`config.mk`:
```
export PLATFORM = sky130hd
export DESIGN_NAME = acs_pipe
export DESIGN_NICKNAME = d
export VERILOG_FILES = /design/src/rtl/viterbi_pkg.sv /design/src/rtl/acs_bmu.sv /design/src/rtl/acs_pipe.sv
export SDC_FILE = /design/constraint.sdc
export NUM_CORES = 1
export LEC_CHECK = 0
export ABC_AREA = 1
export BUFFER_PORTS_ARGS = -buffer_cell sky130_fd_sc_hd__buf_2
export CAP_MARGIN = 40
export CORE_UTILIZATION = 54
export DETAILED_ROUTE_END_ITERATION = 8
export HOLD_SLACK_MARGIN = 0.12
export PLACE_DENSITY_LB_ADDON = 0.05
export SYNTH_ARGS = -nofsm -noshare
export SYNTH_HDL_FRONTEND = slang
export SYNTH_SLANG_ARGS = --single-unit
```
`constraint.sdc`:
```
create_clock -name clk -period 2.2 [get_ports clk]
set_clock_uncertainty 0.15 [all_clocks]
set_input_delay 0.22 -clock clk [delete_from_list [all_inputs] [get_ports clk]]
set_output_delay 0.22 -clock clk [all_outputs]
set_load 0.01 [all_outputs]
```
`src/rtl/viterbi_pkg.sv`:
```
// Shared trellis helpers for the Viterbi ACS datapath: default code, parity and soft branch metric.
package viterbi_pkg;
  localparam int K_DEF    = 3;
  localparam int S_W_DEF  = K_DEF - 1;
  localparam int PM_W_DEF = 7;
  localparam int BM_MAX_W = 16;
  localparam logic [K_DEF-1:0] G0_DEF = 3'b111;
  localparam logic [K_DEF-1:0] G1_DEF = 3'b101;

  function automatic int s_w(input int k);
    return k - 1;
  endfunction

  function automatic logic parity(input logic [31:0] r, input logic [31:0] g);
    return ^(r & g);
  endfunction

  // Distance of soft symbol y from expected code bit c (all-ones = strong 1).
  function automatic logic [BM_MAX_W-1:0] soft_bm(input logic c, input logic [BM_MAX_W-1:0] y,
                                                  input int sw);
    logic [BM_MAX_W-1:0] ymax;
    ymax = BM_MAX_W'((1 << sw) - 1);
    return c ? (ymax - y) : y;
  endfunction

  // Survivor beat layout for the default code geometry.
  typedef struct packed {
    logic [S_W_DEF-1:0]  state;
    logic [PM_W_DEF-1:0] pm;
    logic [S_W_DEF-1:0]  addr;
    logic                sel;
    logic                dec;
    logic                norm;
  } surv_beat_t;
endpackage

```
`src/rtl/acs_bmu.sv`:
```
// Expected code pair and branch metric for one predecessor of a target state.
module acs_bmu
  import viterbi_pkg::*;
#(
  parameter int             K      = K_DEF,
  parameter logic [K-1:0]   G0     = G0_DEF,
  parameter logic [K-1:0]   G1     = G1_DEF,
  parameter int             SOFT_W = 1
) (
  input  logic [K-2:0]    state,
  input  logic            pred_lsb,
  input  logic [SOFT_W-1:0] sym0,
  input  logic [SOFT_W-1:0] sym1,
  output logic [SOFT_W:0] bm
);
  // Encoder register at the transition: {u, predecessor} == {target state, predecessor lsb}.
  logic [K-1:0] r;
  logic         c0, c1;

  assign r  = {state, pred_lsb};
  assign c0 = parity(32'(r), 32'(G0));
  assign c1 = parity(32'(r), 32'(G1));
  assign bm = (SOFT_W+1)'(soft_bm(c0, BM_MAX_W'(sym0), SOFT_W))
            + (SOFT_W+1)'(soft_bm(c1, BM_MAX_W'(sym1), SOFT_W));
endmodule

```
`src/rtl/acs_pipe.sv`:
```
// Two-stage add-compare-select with valid/ready and survivor saturation.
// Optional metric normalisation enabled by defining ACS_NORM_EN.
module acs_pipe
  import viterbi_pkg::*;
#(
  parameter int           K      = K_DEF,
  parameter logic [K-1:0] G0     = G0_DEF,
  parameter logic [K-1:0] G1     = G1_DEF,
  parameter int           SOFT_W = 1,
  parameter int           PM_W   = PM_W_DEF
) (
  input  logic              clk,
  input  logic              rst_n,
  input  logic              in_valid,
  output logic              in_ready,
  input  logic [K-2:0]      state_in,
  input  logic [SOFT_W-1:0] sym0,
  input  logic [SOFT_W-1:0] sym1,
  input  logic [PM_W-1:0]   pm_in0,
  input  logic [PM_W-1:0]   pm_in1,
  output logic              out_valid,
  input  logic              out_ready,
  output logic [K-2:0]      state_out,
  output logic [PM_W-1:0]   pm_out,
  output logic [K-2:0]      addr_out,
  output logic              sel_out,
  output logic              dec_out,
  output logic              norm_out
);
  localparam int S_W    = s_w(K);
  localparam int STAGES = 1;

  typedef struct packed {
    logic [S_W-1:0]  state;
    logic [PM_W-1:0] pm;
    logic [S_W-1:0]  addr;
    logic            sel;
    logic            dec;
    logic            norm;
  } surv_t;

  logic              en;
  logic [STAGES:0]   vld_pipe;
  logic [SOFT_W:0]   bm0, bm1;
  logic [S_W-1:0]    s1_state;
  logic [PM_W:0]     cand0, cand1, win, win_n;
  logic              sel, norm;
  surv_t             nxt, q;

  assign en       = !out_valid || out_ready;
  assign in_ready = en;

  acs_bmu #(.K(K), .G0(G0), .G1(G1), .SOFT_W(SOFT_W)) u_bmu[1:0] (
    .state    (state_in),
    .pred_lsb (2'b10),
    .sym0     (sym0),
    .sym1     (sym1),
    .bm       ({bm1, bm0})
  );

  always_comb begin
    sel   = cand1 < cand0;
    win   = sel ? cand1 : cand0;
    norm  = 1'b0;
    win_n = win;
`ifdef ACS_NORM_EN
    // Both candidates in the upper half: shift survivor down, flag for the controller.
    if (cand0[PM_W] || cand0[PM_W-1]) begin
      if (cand1[PM_W] || cand1[PM_W-1]) begin
        norm  = 1'b1;
        win_n = win - (PM_W+1)'(1 << (PM_W-1));
      end
    end
`endif
    nxt.state = s1_state;
    nxt.pm    = win_n[PM_W] ? '1 : win_n[PM_W-1:0];
    nxt.addr  = {s1_state[S_W-2:0], sel};
    nxt.sel   = sel;
    nxt.dec   = s1_state[S_W-1];
    nxt.norm  = norm;
  end

  always_ff @(posedge clk or negedge rst_n) begin
    if (!rst_n) begin
      vld_pipe <= '0;
      s1_state <= '0;
      cand0    <= '0;
      cand1    <= '0;
      q        <= '0;
    end else if (en) begin
      vld_pipe <= {vld_pipe[STAGES-1:0], in_valid};
      s1_state <= state_in;
      cand0    <= {1'b0, pm_in0} + (PM_W+1)'(bm0);
      cand1    <= {1'b0, pm_in1} + (PM_W+1)'(bm1);
      q        <= nxt;
    end
  end

  assign out_valid = vld_pipe[STAGES];
  assign state_out = q.state;
  assign pm_out    = q.pm;
  assign addr_out  = q.addr;
  assign sel_out   = q.sel;
  assign dec_out   = q.dec;
  assign norm_out  = q.norm;
endmodule

```
# Yosys cells after proc, flatten, opt, wreduce, memory -nomap -nowiden
# Cells that the tools add are included.
[op_classes] n_addsub=6 order_cmp=1 n_mux=6 reduce_logical=6
[ops] cell="$reduce_xor A32 Y1" n=4
[ops] cell="$add A7 B2 Y8" n=2
[ops] cell="$lt A8 B8 Y1" n=1
[ops] cell="$mux W2" n=4
[ops] cell="$mux W8" n=1
[ops] cell="$mux W7" n=1
[ops] cell="$add A2 B2 Y2" n=2
[ops] cell="$sub A1 B1 Y2 const A" n=2
[ops] cell="$logic_not A1 Y1" n=1
[ops] cell="$logic_or A1 B1 Y1" n=1
[word_totals] reg_bits=33 inputBits=22 output_inout_bits=16 wordCells=28

# Depth between registers and ports, before layout
# Gate-level depths: netlist (run 1).
[logic_depth] depth_word=4 depth_mapped=12

# Hierarchy
# Synthesis (run 1) repeated with hierarchy kept, for this count alone.
[unflattened] cells_unflattened=263 area_unflattened_um2=1903.1
[modules_own_cells] module="acs_pipe" instances=1 cells_each=219 area_per_inst_um2=1710.4 seq_area_each_um2=750.7
[modules_own_cells] module="acs_bmu" instances=2 cells_each=22 area_per_inst_um2=96.3 seq_area_each_um2=0.0

# Worst setup path after synthesis (run 1)
# Ideal clock, no wire load.
[synth_path] kind="input port to flip-flop" from="input port state_in[1]" to="register cand0[6]" arrival_ns=1.837 required_ns=1.930 path_slack_ns=0.093 stages=10 n_path_buf=0 cell_sequence="xnor2_1 xnor2_1 ha_1 ha_1 fa_1 nand3_1 nor2_1 xor2_1 o21ai_0 inv_1"
[synth_between] elab_chain_len=4
[synth_lines] element="start, declared" line_no="acs_pipe.sv:16" text="input logic [K-2:0] state_in,"
[synth_lines] element="$reduce_xor A32 Y1" line_no="viterbi_pkg.sv:15" text="return ^(r & g);"
[synth_lines] element="$mux W2" line_no="viterbi_pkg.sv:23" text="return c ? (ymax - y) : y;"
[synth_lines] element="$add A2 B2 Y2 *" line_no="acs_bmu.sv:24" text="+ (SOFT_W+1)'(soft_bm(c1, BM_MAX_W'(sym1), SOFT_W));"
[synth_lines] element="$add A7 B2 Y8 *" line_no="acs_pipe.sv:93" text="cand0 <= {1'b0, pm_in0} + (PM_W+1)'(bm0);"
[synth_lines] element="end signal, assigned" line_no="acs_pipe.sv:93"
[synth_lines] element="end, declared" line_no="acs_pipe.sv:46" text="logic [PM_W:0] cand0, cand1, win, win_n;"
# Mark *: on every way between the ends. The rest lies on a longest branch, timed or not.
# A chain may end at the register's enable or synchronous reset.

# Worst setup path in the final report (run 1)
[layout_path] from="input port state_in[0]" to="register cand0[6]"
[layout_between] elab_chain_len=4
[layout_lines] element="$reduce_xor A32 Y1" line_no="viterbi_pkg.sv:15"
[layout_lines] element="$mux W2" line_no="viterbi_pkg.sv:23"
[layout_lines] element="$add A2 B2 Y2" line_no="acs_bmu.sv:24"
[layout_lines] element="$add A7 B2 Y8" line_no="acs_pipe.sv:93"
# Every way passes these cells.

==> results.cfg, run 1 <==
[pwr]
total_power_mw = 1.752
comb_power_share_pct = 39.3
p_sw_share_pct = 37.64
intPower_mw = 1.092
max-vdd-ir-drop_mv = 0.3899
power_switching_mw = 0.6594
p_seq_share_pct = 43.7
leakage_nw = 1.201
clkPwrFrac_pct = 17.0
cellPowerDensity_nw_per_um2 = 794.2

[grt]
grt_max_degree = 35
overflow = 0
grt_pass1_vias = 1434
grt_pass1_wl_um = 6182
track_usage_pct = 24.35
antenna_found_initial = 0

[timing]
fin_tns_setup_ps = 0
slew_headroom_pct = 54.67
fmaxAchievable_mhz = 486.4
rsz0062_at_grt = false
worstMarginPinSlew_ps = 679.9
hold_viol_final = 0
finalCritPeriodShare_pct = 93.44
setup_viol = 0
hold_ws_ps = 136.2
final_max_slew_viol_count = 0
setup_ws_ps = 144.3
min_period_ps = 2056

[critical_path]
required_ps = 2270
crit_buf_inv = 2
worstSetupStartpointType = primary input
worst_path_max_delay_cell = fa_1
crit_family = adder cells
crit_path_end_kind = flip-flop
reg2reg_slack_ps = 230
max_stage_delay_ps = 420
critPathKind = primary input to flip-flop
cp_cell_sequence = buf_2 -> xnor2_2 -> xnor2_2 -> ha_1 -> ha_1 -> fa_1 -> nand3_1 -> nor2_1 -> xor2_1 -> o21ai_0 -> inv_1
worstPathMaxFanout = 3
arrival_ps = 2130

[min_path]
hp-class = primary input to flip-flop

[floorplanning]
die-area_um2 = 3499
dieWidth_um = 59.16
core_um2 = 3078
die_y_um = 59.16
rows = 20
floorplan.initialDensity_pct = 57.32
ios = 38

[place]
place_area_um2 = 1968
pre_cts_ws_ps = -163.1
gp_congestion = 0.7914
place_hpwl_um = 2580
io_buffers = 36
placedCellCount = 298

[detailed_routing]
via_per_inst = 4.848
first_iter_violations = 73
wl_per_cell_um = 11.60
wirelength_um = 3736
drc_errors = 0
antenna_left = 0
first_pass_iters = 6
via_count = 1561

[final_layout]
post-route-util_pct = 71.67
final_common_cell = nand2_1
final_cell_mix = nand2_1 (65), buf_2 (36), dfrtp_1 (30), nor2_1 (29), inv_1 (21)
area_growth_pct = 25.04
final_cells = 322
fin_nets = 315
fillers = 282
diodes = 0
drive_gt1_share_pct = 21.22
design_area_um2 = 2206

[synth]
yosysSeqAreaShare_pct = 42.55
synthArstFlopShare_pct = 100.0
synth_edf_count = 0
synth.cell_area_um2 = 1764
syn_inst = 224
synth-main-ff-cell = dfrtp_1
ys_seq_elements = 30
syn_area_per_cell_um2 = 7.876
yosys_warnings = 0
synth_cell_types = 24
syn-num-nets = 261

[run_status]
status = completed

[clock_tree]
cts_max_level = 2
cts_buffer_depth = 2
clkSinkCount = 30
cts.reportedPaths.clkPinSlew_ps = 90
root_buffer = clkbuf_4
tritoncts = yes
clk_latency_ps = 320
cts_buffers = 5

[flow_run]
cap_violations = 0
## cells in the mapped netlist (2+ instances only)
cell type	number	area share, %
fa_1	2	2.3
nand3_1	13	3.7
nand2_4	2	1.3
xor2_1	3	1.5
nand2_2	2	0.71
clkbuf_1	4	0.85
o22ai_1	3	1.1
a21oi_1	3	0.85
o21ai_0	16	4.5
nand4_1	2	0.71
inv_1	21	4.5
ha_1	13	9.2
xnor2_1	3	1.5
dfrtp_1	30	43
nand2_1	66	14
buf_4	4	1.7
nor2_1	30	6.4
## routing by layer
| metal | global-route usage, % | routed length (µm) |
|---|---|---|
| met3 | 6.114 | 129 |
| met1 | 30.32 | 1763 |
| met5 | 0 | 0 |
| met4 | 8.503 | 48 |
| met2 | 41.07 | 1794 |
## cells by family after synthesis
kind of cell             after synthesis  synth area share, %
XOR/XNOR                               6                2.979
AND/OR/NAND/NOR                      117                27.73
other                                  1               0.2126
flip-flops                            30                42.55
buffers and inverters                 32                8.156
adder cells (fa/ha/maj)               15                11.49
AO/OA/AOI/OAI                         23                6.880
## area by class of cell
cell class                 instances  area, µm²  share of cell area (%)
multi-input combinational        162      894.6                   40.56
inverter                          22      82.58                   3.744
clock buffer                       7      45.04                   2.042
sequential                        30      750.7                   34.03
tap                               44      55.05                   2.496
timing repair buffer              57      377.9                   17.13
## path summary, 6_finish.rpt
path | startpoint | end | cells after the start
max | state_in[0] | cand0[6]$_DFFE_PN0P_ | 11
min | pm_in1[1] | cand1[1]$_DFFE_PN0P_ | 4
max reg2reg | cand0[7]$_DFFE_PN0P_ | pm_out[1]$_DFFE_PN0P_ | 11
min reg2reg | vld_pipe[0]$_DFFE_PN0P_ | vld_pipe[1]$_DFFE_PN0P_ | 2
max in group asynchronous | rst_n | pm_out[0]$_DFFE_PN0P_ | 2
min in group asynchronous | rst_n | cand0[4]$_DFFE_PN0P_ | 2
## worst min-delay path, stage by stage
cell and delay (ps):
buf_2 100, fa_1 160, nand2_1 50, nand2_1 50
## registers in the layout, summed over array words and instances (netlist names)
name and cells:
cand0 8, cand1 8, pm_out 7, s1_state 2
state_out 2, vld_pipe 2, addr_out 1
## repair_timing
action | CTS | global route
setup buffers | 0 | 1
resized for setup | 0 | 7
endpoints found under the setup margin | 0 | 4
hold buffers | 17 | 1
endpoints found under the hold margin | 46 | 1
## power by group through the flow
stage | sequential (mW) | combinational (mW) | clock (mW)
after floorplan | 0.797 | 0.440 | 0
after CTS | 0.767 | 0.682 | 0.308
after global placement | 0.775 | 0.645 | 0
after global routing | 0.784 | 0.797 | 0.333
final | 0.765 | 0.688 | 0.299
after detailed placement | 0.779 | 0.658 | 0
No activity file was read; power rests on OpenSTA's default activity.
==> inputs of run 2 (changes only) <==
--- a/config.mk
+++ b/config.mk
@@ -11,7 +11,7 @@
 export CORE_UTILIZATION = 54
 export DETAILED_ROUTE_END_ITERATION = 8
 export HOLD_SLACK_MARGIN = 0.12
-export PLACE_DENSITY_LB_ADDON = 0.05
+export PLACE_DENSITY_LB_ADDON = 0.12
 export SYNTH_ARGS = -nofsm -noshare
 export SYNTH_HDL_FRONTEND = slang
 export SYNTH_SLANG_ARGS = --single-unit
==> results.cfg, run 2 (synthesized netlist as in run 1, its figures left out) <==
[critical_path]
crit_path_end_kind = flip-flop
worstSetupStartpointType = primary input
worst_path_max_delay_cell = fa_1
r2r_start = cand0[7]$_DFFE_PN0P_
critPathKind = primary input to flip-flop
required_ps = 2260
arrival_ps = 2110
path_common_cell = ha_1
worstPathMaxFanout = 3
max_stage_delay_ps = 410
cp-startpoint = state_in[1]
cp_cell_sequence = buf_2 -> xnor2_2 -> xnor2_1 -> ha_1 -> ha_1 -> fa_1 -> nand3_1 -> nor2_1 -> xor2_1 -> o21ai_0 -> inv_1

[floorplanning]
ios = 38
core_um2 = 3078
die-area_um2 = 3499
floorplan.initialDensity_pct = 57.32
dieWidth_um = 59.16
rows = 20
die_y_um = 59.16

[min_path]
hp-class = primary input to flip-flop
min-delay-start = pm_in1[1]

[final_layout]
drive_gt1_share_pct = 19.86
fin_nets = 315
final_common_cell = nand2_1
diodes = 0
design_area_um2 = 2195
area_growth_pct = 24.40
final_cell_mix = nand2_1 (66), buf_2 (36), nor2_1 (30), dfrtp_1 (30), inv_1 (21)

[flow_run]
cap_violations = 0

[detailed_routing]
wirelength_um = 3680
wl_per_cell_um = 11.46
drc_errors = 0
first_iter_violations = 33
first_pass_iters = 4
via_per_inst = 4.850
antenna_left = 0
via_count = 1557

[clock_tree]
cts.reportedPaths.clkPinSlew_ps = 80
clkSinkCount = 30
cts_setup_buffers = 0
cts_max_level = 2
cts_buffers = 5
cts_buffer_depth = 2
tritoncts = yes
clk_latency_ps = 320
root_buffer = clkbuf_4

[run_status]
status = completed

[pwr]
leakage_nw = 1.204
max-vdd-ir-drop_mv = 0.4075
cellPowerDensity_nw_per_um2 = 802.4

[place]
place_hpwl_um = 2620
place_area_um2 = 1976
gp_congestion = 0.8518
io_buffers = 36

[grt]
grt_pass1_wl_um = 6092
grt_max_degree = 35
overflow = 0
track_usage_pct = 23.87
antenna_found_initial = 0
grt_pass1_vias = 1411

[timing]
finalCritPeriodShare_pct = 93.14
setup_viol = 0
fmaxAchievable_mhz = 488.0
min_period_ps = 2049
worstMarginPinSlew_ps = 660.4
hold_viol_final = 0
slew_headroom_pct = 55.98
final_max_slew_viol_count = 0
rsz0062_at_grt = false
hold_ws_ps = 148.2
-- run 2: critical path, delay by kind of cell --
kind / cells / cell delay, ps
fa+ha+maj: 3 / 890
compound gates: 1 / 150
xor+xnor: 3 / 490
simple gates: 2 / 190
buf+inv: 2 / 170
-- run 2: timing repair --
action	in CTS	in global routing
gates resized for setup	0	1
setup endpoints to repair	0	2
endpoints found under the hold margin	45	0
hold buffers	16	0
-- run 2: area by class of cell --
class,instances,area [µm²]
Timing Repair Buffer,57,377.9
Inverter,22,82.58
Sequential cell,30,750.7
Clock buffer,6,51.30
Tap cell,44,55.05
Multi-Input combinational cell,162,877.1
Fill cell,283,883.3
-- run 2: per-stage QoR --
step / setup TNS, ps / cells / power (mW) / utilization, % / setup slack (ps)
2_1_floorplan: 0 / 224 / 1.237 / - / 93.00
3_3_place_gp: -238.9 / 299 / 1.419 / 64.19 / -100.2
3_5_place_dp: -782.9 / 299 / 1.438 / 64.19 / -228.9
4_1_cts: 0 / 321 / 1.770 / 71.06 / 100.6
5_1_grt: 0 / 321 / 1.911 / 71.30 / 14.97
6_report: 0 / 321 / 1.761 / 71.30 / 151.0
-- run 2: where the power goes --
| part | internal [mW] | total (mW) | switching [mW] |
|---|---|---|---|
| clock | 0.144 | 0.313 | 0.170 |
| combinational | 0.285 | 0.682 | 0.397 |
| sequential | 0.684 | 0.766 | 0.0821 |
| total | 1.11 | 1.76 | 0.649 |
-- run 2: worst paths after layout --
path,endpoint,slack [ps],depth (start not counted)
max reg2reg,pm_out[3]$_DFFE_PN0P_,220,11
min,cand1[1]$_DFFE_PN0P_,150,4
min reg2reg,vld_pipe[1]$_DFFE_PN0P_,320,2
max,cand0[6]$_DFFE_PN0P_,150,11
max in group asynchronous,cand1[4]$_DFFE_PN0P_,1160,2
min in group asynchronous,pm_out[5]$_DFFE_PN0P_,310,2
-- run 2: layer usage --
| layer | global-route usage [%] | wire (µm) |
|---|---|---|
| met1 | 29.60 | 1697 |
| met2 | 42.05 | 1815 |
| met3 | 3.930 | 125 |
| met4 | 8.163 | 42 |
| met5 | 0 | 0 |
